<file path="src/rtl/baby_kyber_pkg.sv">
// Shared ring parameters, coefficient/polynomial types and mod-Q helpers
// for the Baby Kyber datapath.
package baby_kyber_pkg;

  localparam int N     = 4;
  localparam int Q     = 17;
  localparam int K     = 2;
  localparam int W     = 32;
  localparam int CNT_W = $clog2(K + 1);

  typedef logic signed [W-1:0] coeff_t;
  typedef coeff_t [N-1:0]      poly_t;

  typedef enum logic {
    ST_ACC = 1'b0,
    ST_OUT = 1'b1
  } state_t;

  localparam logic signed [W:0] Q_EXT = (W+1)'(Q);

  // One conditional subtract is enough because both operands are already in [0,Q-1].
  function automatic coeff_t mod_add(input coeff_t a, input coeff_t b);
    logic signed [W:0] s;
    s = (W+1)'(a) + (W+1)'(b);
    if (s >= Q_EXT) s = s - Q_EXT;
    return coeff_t'(s[W-1:0]);
  endfunction

  function automatic logic in_range(input coeff_t c);
    return (c >= 0) && (c < coeff_t'(Q));
  endfunction

  function automatic coeff_t coeff_clean(input coeff_t c);
    return in_range(c) ? c : '0;
  endfunction

endpackage

</file>
<file path="src/rtl/mod_q_adder.sv">
// N-lane combinational adder: each lane returns (a + b) mod Q for in-range operands.
module mod_q_adder
  import baby_kyber_pkg::*;
(
  input  logic [N*W-1:0] a,
  input  logic [N*W-1:0] b,
  output logic [N*W-1:0] sum
);

  for (genvar i = 0; i < N; i++) begin : g_lane
    assign sum[i*W +: W] = mod_add(a[i*W +: W], b[i*W +: W]);
  end

endmodule

</file>
<file path="src/rtl/poly_vec_accumulator.sv">
// Sums a stream of reduced product polynomials mod Q, optionally adds a bias on
// the closing term, and holds the result behind a valid/ready handshake.
module poly_vec_accumulator
  import baby_kyber_pkg::*;
(
  input  logic             clk,
  input  logic             rst,
  input  logic             in_valid,
  output logic             in_ready,
  input  logic             in_last,
  input  logic [N*W-1:0]   in_poly,
  input  logic             bias_en,
  input  logic [N*W-1:0]   bias_poly,
  output logic             out_valid,
  input  logic             out_ready,
  output logic [N*W-1:0]   out_poly,
  output logic [CNT_W-1:0] out_terms,
  output logic             len_err,
  output logic             range_err
);

  state_t           state, state_next;
  logic [N*W-1:0]   acc;
  logic [CNT_W-1:0] cnt;
  logic [N*W-1:0]   in_clean, bias_clean, acc_base, acc_sum, res;
  logic             accept, at_limit, closing, in_bad, bias_bad;

  // Handshake decode uses the state directly so the FSM process stays loop-free.
  assign accept   = in_valid && (state == ST_ACC);
  assign at_limit = (cnt + CNT_W'(1)) == CNT_W'(K);
  assign closing  = accept && (in_last || at_limit);

  // Out-of-range coefficients are zeroed here and flagged; bias only matters when enabled.
  always_comb begin
    in_clean   = '0;
    bias_clean = '0;
    in_bad     = 1'b0;
    bias_bad   = 1'b0;
    for (int i = 0; i < N; i++) begin
      in_clean[i*W +: W] = coeff_clean(in_poly[i*W +: W]);
      in_bad             = in_bad | !in_range(in_poly[i*W +: W]);
      if (bias_en) begin
        bias_clean[i*W +: W] = coeff_clean(bias_poly[i*W +: W]);
        bias_bad             = bias_bad | !in_range(bias_poly[i*W +: W]);
      end
    end
  end

  // First term of a run adds onto zero, which makes acc = in_poly without a separate mux.
  assign acc_base = (cnt == '0) ? '0 : acc;

  mod_q_adder u_acc_add (
    .a   (acc_base),
    .b   (in_clean),
    .sum (acc_sum)
  );

  mod_q_adder u_bias_add (
    .a   (acc_sum),
    .b   (bias_clean),
    .sum (res)
  );

  always_comb begin
    state_next = state;
    in_ready   = 1'b0;
    out_valid  = 1'b0;
    case (state)
      ST_ACC: begin
        in_ready = 1'b1;
        if (closing) state_next = ST_OUT;
      end
      ST_OUT: begin
        out_valid = 1'b1;
        if (out_ready) state_next = ST_ACC;
      end
      default: state_next = ST_ACC;
    endcase
  end

  always_ff @(posedge clk or posedge rst) begin
    if (rst) begin
      state     <= ST_ACC;
      acc       <= '0;
      cnt       <= '0;
      out_poly  <= '0;
      out_terms <= '0;
      len_err   <= 1'b0;
      range_err <= 1'b0;
    end else begin
      state     <= state_next;
      len_err   <= closing && !in_last;
      range_err <= accept && (in_bad || (closing && bias_bad));
      if (closing) begin
        acc       <= '0;
        cnt       <= '0;
        out_poly  <= res;
        out_terms <= cnt + CNT_W'(1);
      end else if (accept) begin
        acc <= acc_sum;
        cnt <= cnt + CNT_W'(1);
      end
    end
  end

endmodule

</file>
<file path="config.mk">
export PLATFORM = sky130hd
export DESIGN_NAME = poly_vec_accumulator
export DESIGN_NICKNAME = d
export VERILOG_FILES = /design/src/rtl/baby_kyber_pkg.sv /design/src/rtl/mod_q_adder.sv /design/src/rtl/poly_vec_accumulator.sv
export SDC_FILE = /design/constraint.sdc
export NUM_CORES = 1
export LEC_CHECK = 0
export BUFFER_PORTS_ARGS = -buffer_cell sky130_fd_sc_hd__clkbuf_2
export CAP_MARGIN = 10
export CORE_ASPECT_RATIO = 0.7
export CORE_UTILIZATION = 56
export CTS_CLUSTER_DIAMETER = 150
export DETAILED_ROUTE_END_ITERATION = 7
export PLACE_DENSITY = 0.83
export SETUP_SLACK_MARGIN = 0.05
export SLEW_MARGIN = 20
export SYNTH_ARGS = -nofsm -noshare
export SYNTH_HDL_FRONTEND = slang
export SYNTH_SLANG_ARGS = --single-unit
</file>
<file path="constraint.sdc">
create_clock -name clk -period 8.8 [get_ports clk]
set_clock_uncertainty 0.1 [all_clocks]
set_input_delay 1.76 -clock clk [delete_from_list [all_inputs] [get_ports clk]]
set_output_delay 1.76 -clock clk [all_outputs]
set_load 0.01 [all_outputs]
</file>
==> results of run 1 <==
[cells in the mapped netlist (all sizes together) (19+ instances only)]
cell type and n:
a2111oi 36, a211o 28, a211oi 80, a21boi 30, a21o 142, a21oi 322, a221o 31, a22o 68
a311oi 22, a31o 21, a31oi 89, and2 100, and3 76, and4 33, buf 19, clkbuf 223
dfrtp 263, ha 274, inv 101, mux2i 35, nand2 464, nand2b 44, nand3 182, nand4 109
nor2 339, nor2b 151, nor3 151, nor4 111, o2111ai 22, o211ai 85, o21a 56, o21ai 272
o21bai 40, o31ai 32, or2 27, or3 71, or4 19, xnor2 188, xor2 125
[cell families after synthesis]
family                     count (synthesis)
xor gates and xnor gates                 313
adders and majority gates                282
other                                      1
muxes                                     48
DFF                                      263
buffers and inverters                    343
AOI/OAI and AO/OA                       1546
and+or+nand+nor                         1968
[stage by stage]
step	setup TNS (ns)	area (um^2)
2_1_floorplan	-72.98	37770
4_1_cts	-16.86	51640
3_5_place_dp	-161.47	48120
3_3_place_gp	-136.49	48120
[what timing repair did]
action                     in CTS
buffers inserted              106
resized for setup             308
pin swaps                     168
gates cloned                    1
setup endpoints to repair     128
[routing by layer]
layer  GRT overflow  track usage [%]
met1              0            60.59
met5              0            7.502
met4              4            44.71
met3              0            32.74
met2              1            80.06
==> results.py, run 1 <==
metrics = {
    "synthesis": {
        "synth-edff-count": 0,
        "synthesis.area_um2": 35710,
        "synth_area_leader_cell": "dfrtp_1",
        "synth-warning-count": 0,
        "synth-seq-cells": 263,
        "synth_compound_area_share_pct": 30.04,
        "synth_xor_area_share_pct": 7.677,
        "synth_flop_cell": "dfrtp_1",
        "synth_top_family_by_area": "compound AO/OA/AOI/OAI gates",
        "yosysTopAreaCellShare_pct": 18.43,
        "avgSynthCellArea_um2": 7.496,
        "synthSimpleGateAreaFrac_pct": 28.75,
        "synthMuxAreaShare_pct": 1.391,
        "synth_cell_types": 103,
        "synth_area_leaders": "dfrtp_1, ha_1, nand2_1",
        "async_reset_ff_share_pct": 100.0,
        "synth_fa_ha_area_share_pct": 10.05,
        "synth_cells": 4764,
        "yosysSeqAreaShare_pct": 18.43,
    },
    "global_route": {
        "track_usage_pct": 56.32,
        "grt_overflow": 5,
        "grt_start_max_net_pins": 151,
    },
    "placed_design": {
        "io_buffers": 395,
        "placed_cells": 7054,
        "dp_slack_ns": -1.622,
        "hpwl_mm": 110.0,
        "gp_congestion": 1.014,
    },
    "floorplan": {
        "initial_core_util_pct": 56.59,
        "ios": 396,
        "chipHeight_um": 213.3,
        "row_count": 77,
        "die-width_um": 303.8,
    },
    "outcome": {
        "firstError": "[ERROR GRT-0232] Routing congestion too high. Check the congestion heatmap in the GUI.",
        "status": "did not finish",
        "lastStage": "global routing",
    },
    "clocking": {
        "cts_max_level": 2,
        "cts_root_buffer": "clkbuf_16",
        "hold_buffers": 0,
        "cts_buffer_depth": 3,
        "cts_buffers": 34,
        "clkSinkCount": 263,
    },
    "sta": {
        "crit_endpoint": "out_poly[122]$_DFFE_PP0P_/D",
        "worstEpCategory": "sequential cell input",
    },
}
==> inputs of run 2 (changes only) <==
--- a/config.mk
+++ b/config.mk
@@ -7,12 +7,9 @@
 export LEC_CHECK = 0
 export BUFFER_PORTS_ARGS = -buffer_cell sky130_fd_sc_hd__clkbuf_2
 export CAP_MARGIN = 10
-export CORE_ASPECT_RATIO = 0.7
-export CORE_UTILIZATION = 56
-export CTS_CLUSTER_DIAMETER = 150
+export CORE_UTILIZATION = 40
 export DETAILED_ROUTE_END_ITERATION = 7
-export PLACE_DENSITY = 0.83
-export SETUP_SLACK_MARGIN = 0.05
+export PLACE_DENSITY_LB_ADDON = 0.15
 export SLEW_MARGIN = 20
 export SYNTH_ARGS = -nofsm -noshare
 export SYNTH_HDL_FRONTEND = slang
==> constraint.sdc (replaced) <==
create_clock -name clk -period 11.4 [get_ports clk]
set_clock_uncertainty 0.1 [all_clocks]
set_input_delay 2.28 -clock clk [delete_from_list [all_inputs] [get_ports clk]]
set_output_delay 2.28 -clock clk [all_outputs]
set_load 0.01 [all_outputs]
==> run 2 against run 1 <==
- synthesized area unchanged
- the run now ends clean
- synthesized cell count unchanged
==> results.py, run 2 <==
metrics = {
    "floorplan": {
        "coreArea_um2": 88370,
        "initial_core_util_pct": 40.41,
        "ios": 396,
        "die-width_um": 300.8,
        "chipHeight_um": 300.8,
        "die_area_um2": 90470,
        "row_count": 109,
    },
    "clocking": {
        "clkSinkCount": 263,
        "clk_pin_slew_ns": 0.06,
        "cts_buffers": 39,
        "hold_buffers": 0,
        "cts_buffer_depth": 3,
        "clock_latency_ns": 0.59,
        "cts_tree": "done",
        "cts_root_buffer": "clkbuf_16",
        "cts_max_level": 2,
    },
    "placed_design": {
        "hpwl_mm": 99.07,
        "gp_congestion": 0.9362,
        "dp_slack_ns": -0.2204,
        "io_buffers": 395,
        "placed_cells": 6503,
    },
    "sta": {
        "maxSlewViolCount": 0,
        "rsz0062_at_grt": "no",
        "fin_crit_sh_pct": 95.74,
        "period_needed_ns": 10.91,
        "slew_headroom_pct": 29.40,
        "report.final.setup_viol": 0,
        "setup_ws_ns": 0.4861,
        "hold_viol": 0,
        "fmax_mhz": 91.63,
        "worst_slew_pin_slew_ns": 1.059,
    },
    "synthesis": {
        "synthesis.area_um2": 35710,
        "synth_area_leaders": "dfrtp_1, ha_1, nand2_1",
        "synth_cell_types": 103,
        "ys_top_cells_by_count": "nand2_1, nor2_1, a21oi_1",
        "synth_area_leader_cell": "dfrtp_1",
        "async_reset_ff_share_pct": 100.0,
        "yosysSeqAreaShare_pct": 18.43,
        "yosysTopAreaCellShare_pct": 18.43,
        "synth.most_common_cell": "nand2_1",
        "avgSynthCellArea_um2": 7.496,
        "synth_cells": 4764,
        "synth_flop_cell": "dfrtp_1",
        "synth-seq-cells": 263,
        "synth-edff-count": 0,
        "synth-warning-count": 0,
    },
    "detailed_routing": {
        "viasPerCell": 5.856,
        "drt-pass1-iter-count": 6,
        "met1Wirelength_mm": 58.71,
        "drc": 0,
        "num_vias": 38490,
        "drt_iter0_drc": 2675,
        "routed.top_layer": "met5",
        "routed_wl_mm": 124.5,
        "dr_wl_met2_mm": 56.48,
        "dr_wl_met3_mm": 6.243,
        "ant_nets": 0,
        "wire_per_inst_um": 18.94,
    },
    "critical_path": {
        "crit_path_end_kind": "flip-flop",
        "critPathSlowestCell": "or4b_1",
        "worstSetupStartpoint": "in_poly[119]",
        "start_kind": "input port",
        "reg2reg_from": "cnt[0]$_DFFE_PP0P_",
        "slowest_delay_ns": 0.57,
        "worstPathRequired_ns": 11.74,
        "worstPathMaxFanout": 6,
        "worst_ep_arrival_time_ns": 11.26,
        "path_class": "input port to flip-flop",
    },
    "final_layout": {
        "layout_commonest_cell": "nand2_1",
        "reg_top3": "acc: 128 flops, out_poly: 128 flops",
        "area_growth_pct": 17.95,
        "layout_common_cells": "nand2_1, clkbuf_2, nor2_1",
        "instances_no_fill": 6573,
        "drive_above_1_share_pct": 14.59,
        "fin_nets": 5924,
    },
    "pwr": {
        "total_leakage_power_nw": 18.91,
        "power_density_nw_per_um2": 300.7,
        "ir_drop_v": 0.0001648,
        "power_mw": 12.67,
    },
    "global_route": {
        "track_usage_pct": 26.56,
        "grt_pass1_wl_mm": 196.0,
        "antenna_found_initial": 3,
        "grt_overflow": 0,
        "grt_start_max_net_pins": 139,
        "first_global_vias": 35790,
    },
    "outcome": {
        "status": "finished clean",
    },
    "hold_path": {
        "worstHoldPathType": "flip-flop to flip-flop",
        "hold_start": "out_poly[12]$_DFFE_PP0P_",
    },
    "job": {
        "maxCapViolations": 0,
    },
}
==> run 2: cell counts after synthesis <==
Identical to the previous run, type by type.
==> run 2: per-layer routing <==
metal | track usage (%) | vias to the layer above
met1 | 36.95 | 18200
met3 | 2.937 | 141
met4 | 6.817 | 4
li1 | - | 19170
met2 | 43.49 | 973
met5 | 0 | -
==> run 2: kinds of logic (layout without fill, tap and decap cells) <==
logic type      Yosys count  after routing  share of synthesized area [%]
buf+inv                 343            771                          3.647
fa+ha+maj               282            282                          10.05
mux                      48             48                          1.391
compound gates         1546           1546                          30.04
other cells               1            217                        0.01050
flops                   263            263                          18.43
simple gates           1968           1968                          28.75
xor+xnor                313            313                          7.677
==> run 2: where the power goes <==
part / internal (mW) / leakage, nW / switching (mW)
clock: 0.764 / 0.651 / 0.538
combinational: 3.72 / 14.9 / 5.97
sequential: 1.38 / 3.32 / 0.299
total: 5.86 / 18.9 / 6.81
==> run 2: layout make-up <==
type | count | area, um^2
Multi-Input combinational cell | 4373 | 28780
Clock buffer | 47 | 1066
Antenna cell | 1 | 2.502
Timing Repair Buffer | 602 | 3568
Fill cell | 8998 | 46250
Tap cell | 1165 | 1458
Inverter | 101 | 386.6
Clock inverter | 21 | 275.3
Sequential cell | 263 | 6581
==> run 2: metrics by stage <==
| step | TNS [ns] | hold WS [ns] | cell area, um^2 | util, % |
|---|---|---|---|---|
| after floorplan | 0 | 0.3407 | 36520 | - |
| after global placement | -5.768 | 0.3545 | 40720 | 46.08 |
| after detailed placement | -4.515 | 0.3618 | 40720 | 46.08 |
| after CTS | 0 | 0.3744 | 42060 | 47.59 |
| after global routing | 0 | 0.3884 | 42120 | 47.66 |
| final | 0 | 0.3694 | 42120 | 47.66 |
==> run 2: worst max-delay path, delay by kind of cell <==
kind                       cells  cell delay, ns
xor gates and xnor gates       1            0.27
and+or+nand+nor               13            3.63
adders and majority gates      3            0.91
AOI/OAI and AO/OA             12            3.81
buffers and inverters          3            0.34
==> run 2: path summary, 6_finish.rpt <==
kind,cells after the start,slack (ns),endpoint
min reg2reg,2,0.37,out_poly[12]$_DFFE_PP0P_
min,2,0.37,out_poly[12]$_DFFE_PP0P_
max in group asynchronous,3,8.03,out_poly[72]$_DFFE_PP0P_
max,32,0.49,out_poly[104]$_DFFE_PP0P_
min in group asynchronous,2,1.80,out_poly[124]$_DFFE_PP0P_
max reg2reg,33,1.89,out_poly[43]$_DFFE_PP0P_
==> run 2: timing repair <==
action / CTS / global route
endpoints found under the setup margin: 0 / 83
buffers inserted: 0 / 1
resized for setup: 0 / 13
(Power assumes the default switching activity.)
==> inputs of run 3 (changes only) <==
--- a/config.mk
+++ b/config.mk
@@ -10,6 +10,7 @@
 export CORE_UTILIZATION = 40
 export DETAILED_ROUTE_END_ITERATION = 7
 export PLACE_DENSITY_LB_ADDON = 0.15
+export RECOVER_POWER = 100
 export SLEW_MARGIN = 20
 export SYNTH_ARGS = -nofsm -noshare
 export SYNTH_HDL_FRONTEND = slang
==> constraint.sdc (replaced) <==
create_clock -name clk -period 14.1 [get_ports clk]
set_clock_uncertainty 0.1 [all_clocks]
set_input_delay 2.82 -clock clk [delete_from_list [all_inputs] [get_ports clk]]
set_output_delay 2.82 -clock clk [all_outputs]
set_load 0.01 [all_outputs]
==> run 3 against run 2 <==
- the flow now finishes with violations (design-rule violations, max-capacitance violations, max-slew violations)
- die area stayed put
- power is 23% lower
- first-iteration DRC count is 13% higher
- via count is 0.99% lower
- register-to-register slack better by 0.80 ns
- sequential share of layout area is 0.61 points higher
- design area is 3.7% lower
- cell count is 2.3% lower
==> results.py, run 3 (synthesized netlist as in run 2, its figures left out) <==
metrics = {
    "outcome": {
        "status": "finished, violations left",
        "violations": "design-rule violations, max-capacitance violations, max-slew violations",
    },
    "global_route": {
        "antenna_found_initial": 5,
        "grt_overflow": 0,
        "track_usage_pct": 25.91,
        "grt_pass1_wl_mm": 191.7,
        "grt_start_max_net_pins": 131,
        "first_global_vias": 35010,
    },
    "clocking": {
        "cts_buffers": 38,
        "cts_tree": "done",
        "hold_buffers": 0,
        "cts_buffer_depth": 3,
        "cts_max_level": 2,
        "clock_latency_ns": 0.59,
        "clk_pin_slew_ns": 0.06,
        "cts_root_buffer": "clkbuf_16",
        "clkSinkCount": 263,
    },
    "sta": {
        "fmax_mhz": 75.79,
        "setup_tns_ns": 0,
        "report.final.setup_viol": 0,
        "hold_viol": 0,
        "worst_slew_pin_slew_ns": 4.498,
        "slew_headroom_pct": -201.5,
        "maxSlewViolCount": 579,
        "fin_crit_sh_pct": 93.58,
        "rsz0062_at_grt": "no",
        "period_needed_ns": 13.19,
    },
    "critical_path": {
        "slowest_delay_ns": 0.82,
        "worstPathRequired_ns": 14.50,
        "worstPathMaxFanout": 20,
        "crit_path_end_kind": "flip-flop",
        "start_kind": "input port",
        "cp_common_cell": "nor4_1",
        "critPathSlowestCell": "nor4_1",
        "path_class": "input port to flip-flop",
        "worst_ep_arrival_time_ns": 13.59,
    },
    "final_layout": {
        "regArea_um2": 6581,
        "layout_commonest_cell": "nand2_1",
        "fin_nets": 5770,
        "fin_util_pct": 45.88,
        "reg_top3": "acc: 128 flops, out_poly: 128 flops",
        "layout_common_cells": "nand2_1, nor2_1, a21oi_1",
        "multi_input_area_um2": 28670,
        "area_growth_pct": 13.54,
        "nFillCells": 9216,
        "drive_above_1_share_pct": 8.755,
    },
    "pwr": {
        "ir_drop_v": 0.0001486,
        "total_leakage_power_nw": 17.60,
        "power_density_nw_per_um2": 240.5,
    },
    "floorplan": {
        "ios": 396,
        "initial_core_util_pct": 40.41,
        "coreArea_um2": 88370,
        "row_count": 109,
        "chipHeight_um": 300.8,
        "die_area_um2": 90470,
        "die-width_um": 300.8,
    },
    "detailed_routing": {
        "routed_wl_mm": 122.6,
        "drc": 2,
        "num_vias": 38110,
        "viasPerCell": 5.935,
        "drt_iter0_drc": 3020,
        "drt-pass1-iter-count": 8,
        "wire_per_inst_um": 19.09,
        "ant_nets": 0,
    },
    "hold_path": {
        "worstHoldPathType": "flip-flop to flip-flop",
    },
    "placed_design": {
        "gp_congestion": 0.9486,
        "hpwl_mm": 96.67,
        "io_buffers": 395,
    },
    "job": {
        "maxCapViolations": 9,
    },
}
## run 3: cell types whose count changed in the layout (fill, tap and decap cells not counted), moves of 4 or more
cell      change
and2_1       -11
nor4b_1       +4
buf_4       -165
clkinv_4      -5
and2_0       +11
clkbuf_1    +155
clkbuf_2    -136
## run 3: report_power, final
group | internal (mW) | total [mW] | leakage, nW | switching (mW)
Clock | 0.591 | 1.00 | 0.606 | 0.414
Combinational | 2.68 | 7.39 | 13.7 | 4.71
Sequential | 1.11 | 1.36 | 3.32 | 0.243
Total | 4.38 | 9.75 | 17.6 | 5.37
## run 3: through the flow
stage	hold slack, ns	setup slack [ns]	power [mW]	area [um^2]	std cells
after floorplan	0.3407	2.507	6.698	36520	4979
after global placement	0.3521	-0.2052	8.469	39540	6348
after detailed placement	0.3558	0.1574	8.509	39560	6348
after CTS	0.3689	0.7310	9.564	40830	6416
after global routing	0.3902	0.1117	10.61	40540	6420
final	0.3636	0.9054	9.750	40550	6421
## run 3: area by class of cell
type | instances | area share (%)
Sequential cell | 263 | 16.23
Clock inverter | 16 | 0.4691
Multi-Input combinational cell | 4373 | 70.71
Tap cell | 1165 | 3.595
Antenna cell | 2 | 0.01234
Clock buffer | 52 | 2.651
Inverter | 101 | 0.9381
Timing Repair Buffer | 449 | 5.397
## run 3: path summary, 6_finish.rpt
check | from | to | slack, ns | cells past startpoint
worst min register to register | out_poly[12]$_DFFE_PP0P_ | out_poly[12]$_DFFE_PP0P_ | 0.36 | 2
worst max register to register | cnt[0]$_DFFE_PP0P_ | out_poly[57]$_DFFE_PP0P_ | 2.69 | 29
max in group asynchronous | rst | out_poly[45]$_DFFE_PP0P_ | 3.09 | 4
worst min-delay path | out_poly[12]$_DFFE_PP0P_ | out_poly[12]$_DFFE_PP0P_ | 0.36 | 2
min in group asynchronous | rst | out_poly[120]$_DFFE_PP0P_ | 3.50 | 2
worst max-delay path | in_poly[71] | out_poly[81]$_DFFE_PP0P_ | 0.91 | 29
## run 3: worst max-delay path, delay by kind of cell
kind / cells / cell delay (ns)
buffers and inverters: 1 / 0.08
adder cells (fa/ha/maj): 2 / 0.62
AO/OA/AOI/OAI: 10 / 3.85
XOR/XNOR: 1 / 0.24
AND/OR/NAND/NOR: 15 / 5.95
## run 3: metal layers
metal / vias to the layer above / track usage (%) / share of wire [%] / routed length (um)
met5: - / 0 / 0.022 / 27
met4: 4 / 6.128 / 2.3 / 2832
met3: 153 / 3.636 / 6.0 / 7347
met2: 1141 / 42.50 / 45 / 55390
met1: 17970 / 35.67 / 46 / 56970
li1: 18850 / - / - / -
## run 3: timing repair
| action | CTS | global route |
|---|---|---|
| buffers inserted | 0 | 3 |
| endpoints found under the setup margin | 0 | 14 |
| gates resized for setup | 0 | 2 |
